==> src/rtl/race_sequencer_pkg.sv <==
// Shared types and default sizing for the PUF race sequencer.
// Default parameter constants plus a small helper used to size shared counters.
package puf_seq_pkg;

   typedef enum logic [2:0] {
      ST_IDLE,
      ST_SETTLE,
      ST_RACE,
      ST_CAPTURE,
      ST_DONE
   } seq_state_t;

   localparam int DEF_RESP_BITS = 8;
   localparam int DEF_CHAL_W    = 8;
   localparam int DEF_SETTLE    = 3;
   localparam int DEF_TIMEOUT   = 1023;

   function automatic int max_int(input int a, input int b);
      return (a > b) ? a : b;
   endfunction

endpackage

==> src/rtl/race_sequencer_if.sv <==
// Host-side request/response bundle of the race sequencer.
// The host (master) issues start/challenge and acknowledges the response word.
interface race_sequencer_if
   import puf_seq_pkg::*;
#(
   parameter int RESP_BITS = DEF_RESP_BITS,
   parameter int CHAL_W    = DEF_CHAL_W
);
   localparam int IDX_W = $clog2(RESP_BITS + 1);

   logic                 start;
   logic [CHAL_W-1:0]    challenge_in;
   logic                 host_ack;
   logic                 busy;
   logic [IDX_W-1:0]     bit_index;
   logic [RESP_BITS-1:0] response;
   logic                 resp_valid;
   logic                 timeout_err;

   modport master (
      output start, challenge_in, host_ack,
      input  busy, bit_index, response, resp_valid, timeout_err
   );

   modport slave (
      input  start, challenge_in, host_ack,
      output busy, bit_index, response, resp_valid, timeout_err
   );

endinterface

==> src/rtl/race_sequencer_sync_edge.sv <==
// Two-flop synchronizer for an asynchronous input with a registered rising-edge pulse.
// level follows the input two edges later; rise pulses one edge after level rises.
module sync_edge (
   input  logic clock,
   input  logic reset,
   input  logic async_in,
   output logic level,
   output logic rise
);

   logic meta_q, meta_d;
   logic sync_q, sync_d;
   logic prev_q, prev_d;
   logic rise_q, rise_d;

   always_comb begin
      meta_d = async_in;
      sync_d = meta_q;
      prev_d = sync_q;
      rise_d = sync_q & ~prev_q;
   end

   always_ff @(posedge clock) begin
      if (reset) begin
         meta_q <= 1'b0;
         sync_q <= 1'b0;
         prev_q <= 1'b0;
         rise_q <= 1'b0;
      end else begin
         meta_q <= meta_d;
         sync_q <= sync_d;
         prev_q <= prev_d;
         rise_q <= rise_d;
      end
   end

   assign level = sync_q;
   assign rise  = rise_q;

endmodule

==> src/rtl/race_sequencer.sv <==
// Runs RESP_BITS arbiter races per start, shifting each captured bit into the response word.
// A race that never reports bit_done is closed after TIMEOUT cycles with bit 0 and a sticky error.
module race_sequencer
   import puf_seq_pkg::*;
#(
   parameter int RESP_BITS = DEF_RESP_BITS,
   parameter int CHAL_W    = DEF_CHAL_W,
   parameter int SETTLE    = DEF_SETTLE,
   parameter int TIMEOUT   = DEF_TIMEOUT
) (
   input  logic              clock,
   input  logic              reset,
   race_sequencer_if.slave   host,
   input  logic              bit_done,
   input  logic              bit_in,
   output logic [CHAL_W-1:0] challenge_out,
   output logic              race_reset,
   output logic              race_go
);

   localparam int IDX_W = $clog2(RESP_BITS + 1);
   localparam int CNT_W = $clog2(max_int(SETTLE, TIMEOUT) + 1);

   seq_state_t           state_q, state_d;
   logic [CNT_W-1:0]     cnt_q, cnt_d;
   logic [IDX_W-1:0]     bit_index_q, bit_index_d;
   logic [RESP_BITS-1:0] response_q, response_d;
   logic [CHAL_W-1:0]    chal_base_q, chal_base_d;
   logic [CHAL_W-1:0]    challenge_out_q, challenge_out_d;
   logic                 race_bit_q, race_bit_d;
   logic                 timeout_err_q, timeout_err_d;
   logic                 race_reset_q, race_reset_d;
   logic                 race_go_q, race_go_d;
   logic                 busy_q, busy_d;
   logic                 resp_valid_q, resp_valid_d;

   logic done_rise, done_level_unused;
   logic bit_sync, bit_rise_unused;

   sync_edge u_done_sync (
      .clock    (clock),
      .reset    (reset),
      .async_in (bit_done),
      .level    (done_level_unused),
      .rise     (done_rise)
   );

   sync_edge u_bit_sync (
      .clock    (clock),
      .reset    (reset),
      .async_in (bit_in),
      .level    (bit_sync),
      .rise     (bit_rise_unused)
   );

   always_comb begin
      state_d         = state_q;
      cnt_d           = cnt_q;
      bit_index_d     = bit_index_q;
      response_d      = response_q;
      chal_base_d     = chal_base_q;
      challenge_out_d = challenge_out_q;
      race_bit_d      = race_bit_q;
      timeout_err_d   = timeout_err_q;

      unique case (state_q)
         ST_IDLE: begin
            if (host.start) begin
               chal_base_d     = host.challenge_in;
               challenge_out_d = host.challenge_in;
               response_d      = '0;
               bit_index_d     = '0;
               timeout_err_d   = 1'b0;
               cnt_d           = CNT_W'(1);
               state_d         = ST_SETTLE;
            end
         end
         ST_SETTLE: begin
            if (cnt_q == CNT_W'(SETTLE)) begin
               cnt_d   = CNT_W'(1);
               state_d = ST_RACE;
            end else begin
               cnt_d = cnt_q + 1'b1;
            end
         end
         ST_RACE: begin
            // A real edge beats an expiring timeout in the same cycle.
            if (done_rise) begin
               race_bit_d = bit_sync;
               state_d    = ST_CAPTURE;
            end else if (cnt_q == CNT_W'(TIMEOUT)) begin
               race_bit_d    = 1'b0;
               timeout_err_d = 1'b1;
               state_d       = ST_CAPTURE;
            end else begin
               cnt_d = cnt_q + 1'b1;
            end
         end
         ST_CAPTURE: begin
            response_d      = RESP_BITS'({response_q, race_bit_q});
            bit_index_d     = bit_index_q + 1'b1;
            challenge_out_d = chal_base_q + CHAL_W'(bit_index_d);
            cnt_d           = CNT_W'(1);
            state_d         = (bit_index_q == IDX_W'(RESP_BITS - 1)) ? ST_DONE : ST_SETTLE;
         end
         ST_DONE: begin
            if (host.host_ack) begin
               state_d = ST_IDLE;
            end
         end
         default: state_d = ST_IDLE;
      endcase

      race_reset_d = (state_d != ST_RACE);
      race_go_d    = (state_d == ST_RACE);
      busy_d       = (state_d != ST_IDLE);
      resp_valid_d = (state_d == ST_DONE);
   end

   always_ff @(posedge clock) begin
      if (reset) begin
         state_q         <= ST_IDLE;
         cnt_q           <= '0;
         bit_index_q     <= '0;
         response_q      <= '0;
         chal_base_q     <= '0;
         challenge_out_q <= '0;
         race_bit_q      <= 1'b0;
         timeout_err_q   <= 1'b0;
         race_reset_q    <= 1'b1;
         race_go_q       <= 1'b0;
         busy_q          <= 1'b0;
         resp_valid_q    <= 1'b0;
      end else begin
         state_q         <= state_d;
         cnt_q           <= cnt_d;
         bit_index_q     <= bit_index_d;
         response_q      <= response_d;
         chal_base_q     <= chal_base_d;
         challenge_out_q <= challenge_out_d;
         race_bit_q      <= race_bit_d;
         timeout_err_q   <= timeout_err_d;
         race_reset_q    <= race_reset_d;
         race_go_q       <= race_go_d;
         busy_q          <= busy_d;
         resp_valid_q    <= resp_valid_d;
      end
   end

   assign challenge_out    = challenge_out_q;
   assign race_reset       = race_reset_q;
   assign race_go          = race_go_q;
   assign host.busy        = busy_q;
   assign host.bit_index   = bit_index_q;
   assign host.response    = response_q;
   assign host.resp_valid  = resp_valid_q;
   assign host.timeout_err = timeout_err_q;

endmodule

==> src/flat_wrapper.sv <==
// flat-port wrapper written by rule: the top's interface ports become plain ports
module race_sequencer_flat import puf_seq_pkg::*;
#(
   parameter int RESP_BITS = DEF_RESP_BITS,
   parameter int CHAL_W    = DEF_CHAL_W,
   parameter int SETTLE    = DEF_SETTLE,
   parameter int TIMEOUT   = DEF_TIMEOUT
)
  (clock, reset, bit_done, bit_in, challenge_out, race_reset, race_go, host_start, host_challenge_in, host_host_ack, host_busy, host_bit_index, host_response, host_resp_valid, host_timeout_err);
  race_sequencer_if #(.RESP_BITS(RESP_BITS), .CHAL_W(CHAL_W)) host_i ();
  input  logic clock;
  input  logic reset;
  input  logic bit_done;
  input  logic bit_in;
  output logic [CHAL_W-1:0] challenge_out;
  output logic race_reset;
  output logic race_go;
  input wire logic [$bits(host_i.start)-1:0] host_start;
  input wire logic [$bits(host_i.challenge_in)-1:0] host_challenge_in;
  input wire logic [$bits(host_i.host_ack)-1:0] host_host_ack;
  output wire logic [$bits(host_i.busy)-1:0] host_busy;
  output wire logic [$bits(host_i.bit_index)-1:0] host_bit_index;
  output wire logic [$bits(host_i.response)-1:0] host_response;
  output wire logic [$bits(host_i.resp_valid)-1:0] host_resp_valid;
  output wire logic [$bits(host_i.timeout_err)-1:0] host_timeout_err;
  assign host_i.start = host_start;
  assign host_i.challenge_in = host_challenge_in;
  assign host_i.host_ack = host_host_ack;
  assign host_busy = host_i.busy;
  assign host_bit_index = host_i.bit_index;
  assign host_response = host_i.response;
  assign host_resp_valid = host_i.resp_valid;
  assign host_timeout_err = host_i.timeout_err;
  race_sequencer #(.RESP_BITS(RESP_BITS), .CHAL_W(CHAL_W), .SETTLE(SETTLE), .TIMEOUT(TIMEOUT)) u_core (.clock(clock), .reset(reset), .host(host_i), .bit_done(bit_done), .bit_in(bit_in), .challenge_out(challenge_out), .race_reset(race_reset), .race_go(race_go));
endmodule
==> config.mk <==
export PLATFORM = sky130hd
export DESIGN_NAME = race_sequencer_flat
export DESIGN_NICKNAME = d
export VERILOG_FILES = /design/src/rtl/race_sequencer_pkg.sv /design/src/rtl/race_sequencer_if.sv /design/src/rtl/race_sequencer_sync_edge.sv /design/src/rtl/race_sequencer.sv /design/src/flat_wrapper.sv
export SDC_FILE = /design/constraint.sdc
export NUM_CORES = 1
export LEC_CHECK = 0
export BUFFER_PORTS_ARGS = -buffer_cell sky130_fd_sc_hd__buf_2
export CORE_ASPECT_RATIO = 0.5
export CORE_MARGIN = 2
export CORE_UTILIZATION = 40
export DETAILED_ROUTE_END_ITERATION = 7
export PLACE_DENSITY = 0.61
export SYNTH_ARGS = -nofsm -noshare
export SYNTH_HDL_FRONTEND = slang
export SYNTH_HIERARCHICAL = 1
export SYNTH_SLANG_ARGS = --single-unit
export TNS_END_PERCENT = 50
==> constraint.sdc <==
create_clock -name clock -period 2.55 [get_ports clock]
set_clock_uncertainty 0.05 [all_clocks]
set_input_delay 0.1275 -clock clock [delete_from_list [all_inputs] [get_ports clock]]
set_output_delay 0.1275 -clock clock [all_outputs]
set_load 0.02 [all_outputs]
==> results of run 1 <==
==> worst max-delay path, stage by stage (launching register included) <==
cell and delay, ns:
dfxtp_1 0.34, ha_1 0.27, nor2b_1 0.18, and4_4 0.19, or4_4 0.56, or4_1 0.48
a21oi_1 0.14
==> flip-flops by register name, indices dropped and copies added, names as in the netlist <==
register,flops
u_core/cnt_q,10
u_core/host.bit_index,4
u_core/race_reset,1
u_core/host.timeout_err,1
u_core/u_bit_sync/level,1
u_core/u_done_sync/level,1
u_core/host.resp_valid,1
u_core/u_done_sync/meta_q,1
u_core/u_bit_sync/meta_q,1
u_core/state_q,3
u_core/u_done_sync/prev_q,1
u_core/u_done_sync/rise,1
u_core/chal_base_q,8
u_core/race_bit_q,1
u_core/challenge_out,8
u_core/race_go,1
u_core/host.response,8
u_core/host.busy,1
==> final timing paths <==
check / endpoint / depth (start not counted) / slack [ns]
min: u_core/u_done_sync/meta_q / 2 / 0.01
min reg2reg: u_core/u_done_sync/rise / 1 / 0.37
max: u_core/cnt_q[8] / 6 / 0.28
max reg2reg: u_core/cnt_q[8] / 6 / 0.28
==> per-layer routing <==
layer | global-route usage (%) | part of all wire (%)
met1 | 22.6 | 51
met2 | 25.2 | 45
met3 | 3.77 | 3.5
met4 | 3.66 | 0.38
met5 | 0 | 0
==> per-stage QoR <==
step                      setup WS, ns  instance area [sq um]  hold slack, ns
after floorplan                  0.335                   2340           0.148
after global placement           0.345                   2590           0.287
after detailed placement         0.313                   2590           0.300
after CTS                        0.296                   2740         0.00537
after global routing             0.134                   2740         0.00377
final                            0.282                   2740         0.00969
==> power by group through the flow <==
| stage | combinational [mW] | clock (mW) | sequential, mW |
|---|---|---|---|
| after floorplan | 0.0927 | 0 | 0.895 |
| after global placement | 0.142 | 0 | 0.887 |
| after detailed placement | 0.144 | 0 | 0.888 |
| after CTS | 0.145 | 0.686 | 0.870 |
| after global routing | 0.162 | 0.718 | 0.873 |
| final | 0.145 | 0.663 | 0.870 |
==> cell type report <==
| class | count | share of cell area, % |
|---|---|---|
| Timing Repair Buffer | 42 | 8.05 |
| Multi-Input combinational cell | 203 | 43.9 |
| Inverter | 4 | 0.549 |
| Clock inverter | 1 | 0.274 |
| Tap cell | 73 | 3.34 |
| Sequential cell | 53 | 38.8 |
| Clock buffer | 6 | 5.08 |
==> metrics.md, run 1 <==
| Metric | Value |
|---|---|
| Outcome | `complete, no violations` |
| Most used cells in the layout excluding fill and tap cells | `dfxtp_1 (53), buf_2 (38), nand2_1 (38)` |
| Max-cap violation count | `0` |
| Number of H-tree levels | `2` |
| Final setup violation count | `0` |
| Crit path time final | `2.27 ns` |
| Crit. End Element | `flop` |
| Post-detailed-placement half-perimeter wirelength | `3620 microns` |
| Maximum clock path buffer count | `2` |
| Per-instance average area after synthesis | `8.57 sq um` |
| Max-slew violation count | `0` |
| 1st-iter DRT viols | `91` |
| Crit path arrival time | `approximately 2.4 ns` |
| Aggregate negative setup slack | `0 ns` |
| Detailed-routing iteration count for the pre-antenna-repair pass | `5` |
| Post-detailed-route DRC marker count | `0` |
| Part of the power in the clock network | `39.5%` |
| Total vias in the final route | `roughly 2000` |
| Slew HR | `40.5%` |
| Total wirelength of the detailed-routed design | `5040 microns` |
| Synth-to-Final Area Change | `17.0%` |
| Seq pwr share | `51.8%` |
| Nets@finish | `330` |
| Switching power summed over all nets | `0.386 mW` |
| Gate Count Post-Synth | `273` |
| Number of routed nets with antenna violations | `0` |
| Final cell utilization of the core | `49.2%` |
| Synth Cell Area | `2340 sq um` |
| Setup repair after global routing missed its margin | `false` |
| Clock insertion delay at the later pin of the skew report | `0.28 ns` |
| Worst hold path class | `primary input to flop` |
| Launching instance or port of the critical path | `u_core/cnt_q[0]` |
| Number of antenna violations at the first check in global routing | `0` |
| Detailed-route wire length per cell | `13.2 microns` |
| Count of warnings emitted by yosys | `6` |
| Post-synth net total | `slightly below 300` |
| Number of clock sinks | `between 50 and 60` |
| Cell Count Post-Placement | `375` |
| Highest attainable clock frequency | `441 MHz` |
| Origin of the critical flop-to-flop path | `u_core/cnt_q[0]` |
| Total count of hold-check failures in the final report | `0` |
| Int Power | `1.29 mW` |
| Worst slew pin tran | `slightly below 0.9 ns` |
| Power after layout | `1.68 mW` |
| Die Span X | `~110 microns` |
| Number of buffers inserted by hold repair at cts | `0` |
| Ratio of routed vias to standard cells | `5.35` |
| Post-CTS Setup Bufs | `0` |
| Initial Utilization | `42.0%` |
| Largest voltage drop on the vdd net | `0.346 mV` |
| Aggregate global-route resource usage | `16.0%` |
| Total number of placement rows | `19` |
| Number of global-route vias before repair | `roughly 1800` |
| Final worst-path cycle share | `88.9%` |
| Setup CP Type | `flop to flop` |
| Pin count of the biggest net entering global routing | `43` |
| Clock root buffer | `clkbuf_16` |
| GPL Wtd Cong | `0.871` |
| Worst min-delay path startpoint | `bit_done` |
| Count of fill cells added during filler insertion | `~570` |
| Inserted Clock Buffers | `5` |
| Count of input and output buffers | `38` |
| Core ar. | `5560 sq um` |
| Type of origin of the critical path | `flop` |
| Number of gates resized after CTS | `0` |
| Top-level I/O count | `39` |
| Die Height | `58.1 microns` |
| Final std cells w/o fill | `about 380` |
| GR Overflow Total | `0` |
| Area of all sequential standard cells | `between 1000 and 1500 sq um` |
| Most frequent standard cell in the layout excluding fill and tap cells | `dfxtp_1` |
| Max Fanout on Critical Path | `7` |
| Comb power frac | `under 10%` |
| Global-route wire length before repair | `8450 microns` |
| Net switching share of the total power | `23.0%` |
| Count of antenna diodes in the layout | `0` |
| Area of combinational cells with multiple inputs | `1200 sq um` |
| Share of final-layout standard cells stronger than drive strength 1 | `19.1%` |
| Static leakage | `~1.1 nW` |
| Die area | `6510 sq um` |
| Worst path required time | `2.71 ns` |
| TritonCTS clock tree | `done` |
| Total power density per cell area | `between 600 and 700 nW/um^2` |
| Clock-pin slew on the worst setup and hold paths | `0.07 ns` |
Power figures use the tool's default switching activity.
==> inputs of run 2 (changes only) <==
- ABC_AREA: not set -> 1
- PLACE_DENSITY: 0.61 -> not set
- PLACE_DENSITY_LB_ADDON: not set -> 0.25
- clock period: 2.55 -> 2.75 ns (I/O delays scaled with it)
==> run 2 against run 1 <==
  * First-iteration DRC count is 2.2% higher
  * Synthesized cell count up 30%
  * Sequential power shrank 7.2%
  * Clock-buffer cell count up 1
  * Worst setup slack gained 0.46 ns
  * Sequential share of layout area fell by 2.6 points
  * Non-clock buffer count fell by 2
  * Power decreased by 0.40%
  * Global-route usage up 0.80 points
  * Worst hold slack got worse by 0.0039 ns
  * Combinational power fell by 6%
  * Critical endpoint is now u_core/challenge_out[7]
  * Largest cell class unchanged
  * Largest power group unchanged
  * Highest routed layer unchanged
==> metrics.md, run 2 <==
| Metric | Value |
|---|---|
| Outcome | `complete, no violations` |
| Synth-to-Final Area Change | `17.6%` |
| Max Fanout on Critical Path | `7` |
| Die area | `6920 sq um` |
| Origin of the critical flop-to-flop path | `u_core/host.bit_index[0]` |
| Total power density per cell area | `570 nW/um^2` |
| Worst path required time | `2.87 ns` |
| Max-cap violation count | `0` |
| Final worst-path cycle share | `73.0%` |
| Clock-pin slew on the worst setup and hold paths | `0.07 ns` |
| Per-instance average area after synthesis | `7.04 sq um` |
| Cell Count Post-Placement | `472` |
| Type of origin of the critical path | `flop` |
| R2R setup slack | `0.74 ns` |
| Most frequent standard cell in the layout excluding fill and tap cells | `nand2_1` |
| Number of H-tree levels | `2` |
| Initial Utilization | `between 40% and 50%` |
| Synth Cell Area | `2490 sq um` |
| Ratio of routed vias to standard cells | `4.75` |
| Post-CTS Setup Bufs | `0` |
| Inserted Clock Buffers | `5` |
| Slew HR | `about three fifths` |
| Total number of placement rows | `20` |
| Worst min-delay path startpoint | `bit_in` |
| Gate Count Post-Synth | `roughly 350` |
| Register name with the most flops | `u_core/cnt_q` |
| Count of input and output buffers | `38` |
| Number of cells on the worst reg-to-reg path | `11` |
| Capture instance of the worst register-to-register path | `u_core/challenge_out[7]` |
| Clock insertion delay at the later pin of the skew report | `0.29 ns` |
| Crit path setup slack, layout | `0.742 ns` |
| Setup CP Type | `flop to flop` |
| Setup repair after global routing missed its margin | `false` |
| Nets@finish | `413` |
| Number of global-route vias before repair | `2010` |
| Global-route wire length before repair | `9160 microns` |
| Crit. End Element | `flop` |
| Final std cells w/o fill | `around 480` |
| Top-level I/O count | `39` |
| Number of antenna violations at the first check in global routing | `0` |
| Core ar. | `between 6000 and 7000 sq um` |
| Clock root buffer | `clkbuf_16` |
| Post-synth net total | `between 300 and 400` |
| Total wirelength of the detailed-routed design | `5560 microns` |
| Aggregate negative setup slack | `0 ns` |
| Aggregate global-route resource usage | `roughly 17%` |
| Post-detailed-route DRC marker count | `0` |
| Largest voltage drop on the vdd net | `between 0.2 and 0.3 mV` |
| Worst slew pin tran | `0.621 ns` |
| Crit path arrival time | `2.12 ns` |
| Pre-CTS setup slack | `0.759 ns` |
| Count of warnings emitted by yosys | `6` |
| Crit path time final | `2.01 ns` |
| Highest attainable clock frequency | `498 MHz` |
| Die Height | `around 60 microns` |
| Pin count of the biggest net entering global routing | `29` |
| Number of clock sinks | `53` |
| Count of fill cells added during filler insertion | `around 620` |
| Die Span X | `116 microns` |
| Hold path depth | `3` |
| Post-detailed-placement half-perimeter wirelength | `just under 4000 microns` |
| Number of flip-flops under the largest register name | `10` |
| Static leakage | `1.33 nW` |
| Max-slew violation count | `0` |
| Worst hold path class | `primary input to flop` |
| Total vias in the final route | `2286` |
| GPL Wtd Cong | `0.920` |
| GR Overflow Total | `0` |
| 1st-iter DRT viols | `93` |
| Maximum clock path buffer count | `2` |
| Detailed-routing iteration count for the pre-antenna-repair pass | `4` |
| Area of all sequential standard cells | `1060 sq um` |
| Detailed-route wire length per cell | `about 12 microns` |
| Final setup violation count | `0` |
| Share of final-layout standard cells stronger than drive strength 1 | `16.0%` |
| Most used cells in the layout excluding fill and tap cells | `nand2_1 (113), dfxtp_1 (53), a21oi_1 (40)` |
| Number of routed nets with antenna violations | `0` |
| Area of combinational cells with multiple inputs | `between 1000 and 1500 sq um` |
| TritonCTS clock tree | `done` |
| Hold-critical path endpoint | `u_core/u_bit_sync/meta_q` |
| Total count of hold-check failures in the final report | `0` |
| Count of antenna diodes in the layout | `0` |
==> run 2: cell type report <==
cell class              count  area share, %
multi-input cells         251           41.8
flip-flops and latches     53           36.2
repair buffers             40           7.09
inverters                  41           5.25
clock buffers               7           4.87
well taps                  88           3.76
clock inverters             1           1.02
==> run 2: what timing repair did <==
item	in CTS	in global routing
hold buffers	1	0
endpoints found under the setup margin	0	0
gates resized for setup	0	0
hold endpoints to repair	1	0
==> run 2: worst max-delay path: stages, from the launching register on <==
cell and delay (ns):
dfxtp_1 0.42, ha_1 0.22, xor2_1 0.21, ha_1 0.34, nand2_1 0.12, nand3_1 0.13
nand2_1 0.10, nand2_1 0.05, nand2_1 0.06, nand3_1 0.06, nand2_1 0.09, a21oi_1 0.05
==> run 2: worst max-delay path by stage <==
stage / slack, ns / depth (start not counted) / endpoint / from
2_1_floorplan: 0.85 / 11 / u_core/challenge_out[7] / u_core/host.bit_index[0]
3_3_place_gp: 0.88 / 11 / u_core/challenge_out[7] / u_core/host.bit_index[0]
3_5_place_dp: 0.76 / 11 / u_core/challenge_out[7] / u_core/host.bit_index[0]
4_1_cts: 0.74 / 11 / u_core/challenge_out[7] / u_core/host.bit_index[0]
5_1_grt: 0.53 / 11 / u_core/challenge_out[7] / u_core/host.bit_index[0]
6_report: 0.74 / 11 / u_core/challenge_out[7] / u_core/host.bit_index[0]
==> run 2: metal layers <==
| layer | share of wire [%] | GRT usage [%] | vias to the layer above |
|---|---|---|---|
| li1 | - | - | 1202 |
| met1 | 50 | 22.1 | 1044 |
| met2 | 46 | 27.7 | 34 |
| met3 | 3.0 | 3.75 | 6 |
| met4 | 1.4 | 5.78 | 0 |
| met5 | 0 | 0 | - |
==> run 2: where the power goes <==
group / total (mW) / switching, mW / internal (mW)
registers: 0.807 / 0.0159 / 0.791
logic: 0.137 / 0.0920 / 0.0454
clock network: 0.726 / 0.271 / 0.455
==> run 2: stage by stage <==
stage | instance area [sq um] | utilization [%] | hold WS, ns | power, mW
finish | 2930 | 48.4 | 0.00576 | 1.67
global route | 2930 | 48.4 | 0.0259 | 1.74
floorplan | 2490 | - | 0.159 | 0.921
CTS | 2930 | 48.4 | 0.000667 | 1.69
detailed placement | 2750 | 45.4 | 0.297 | 0.961
global placement | 2750 | 45.4 | 0.289 | 0.958
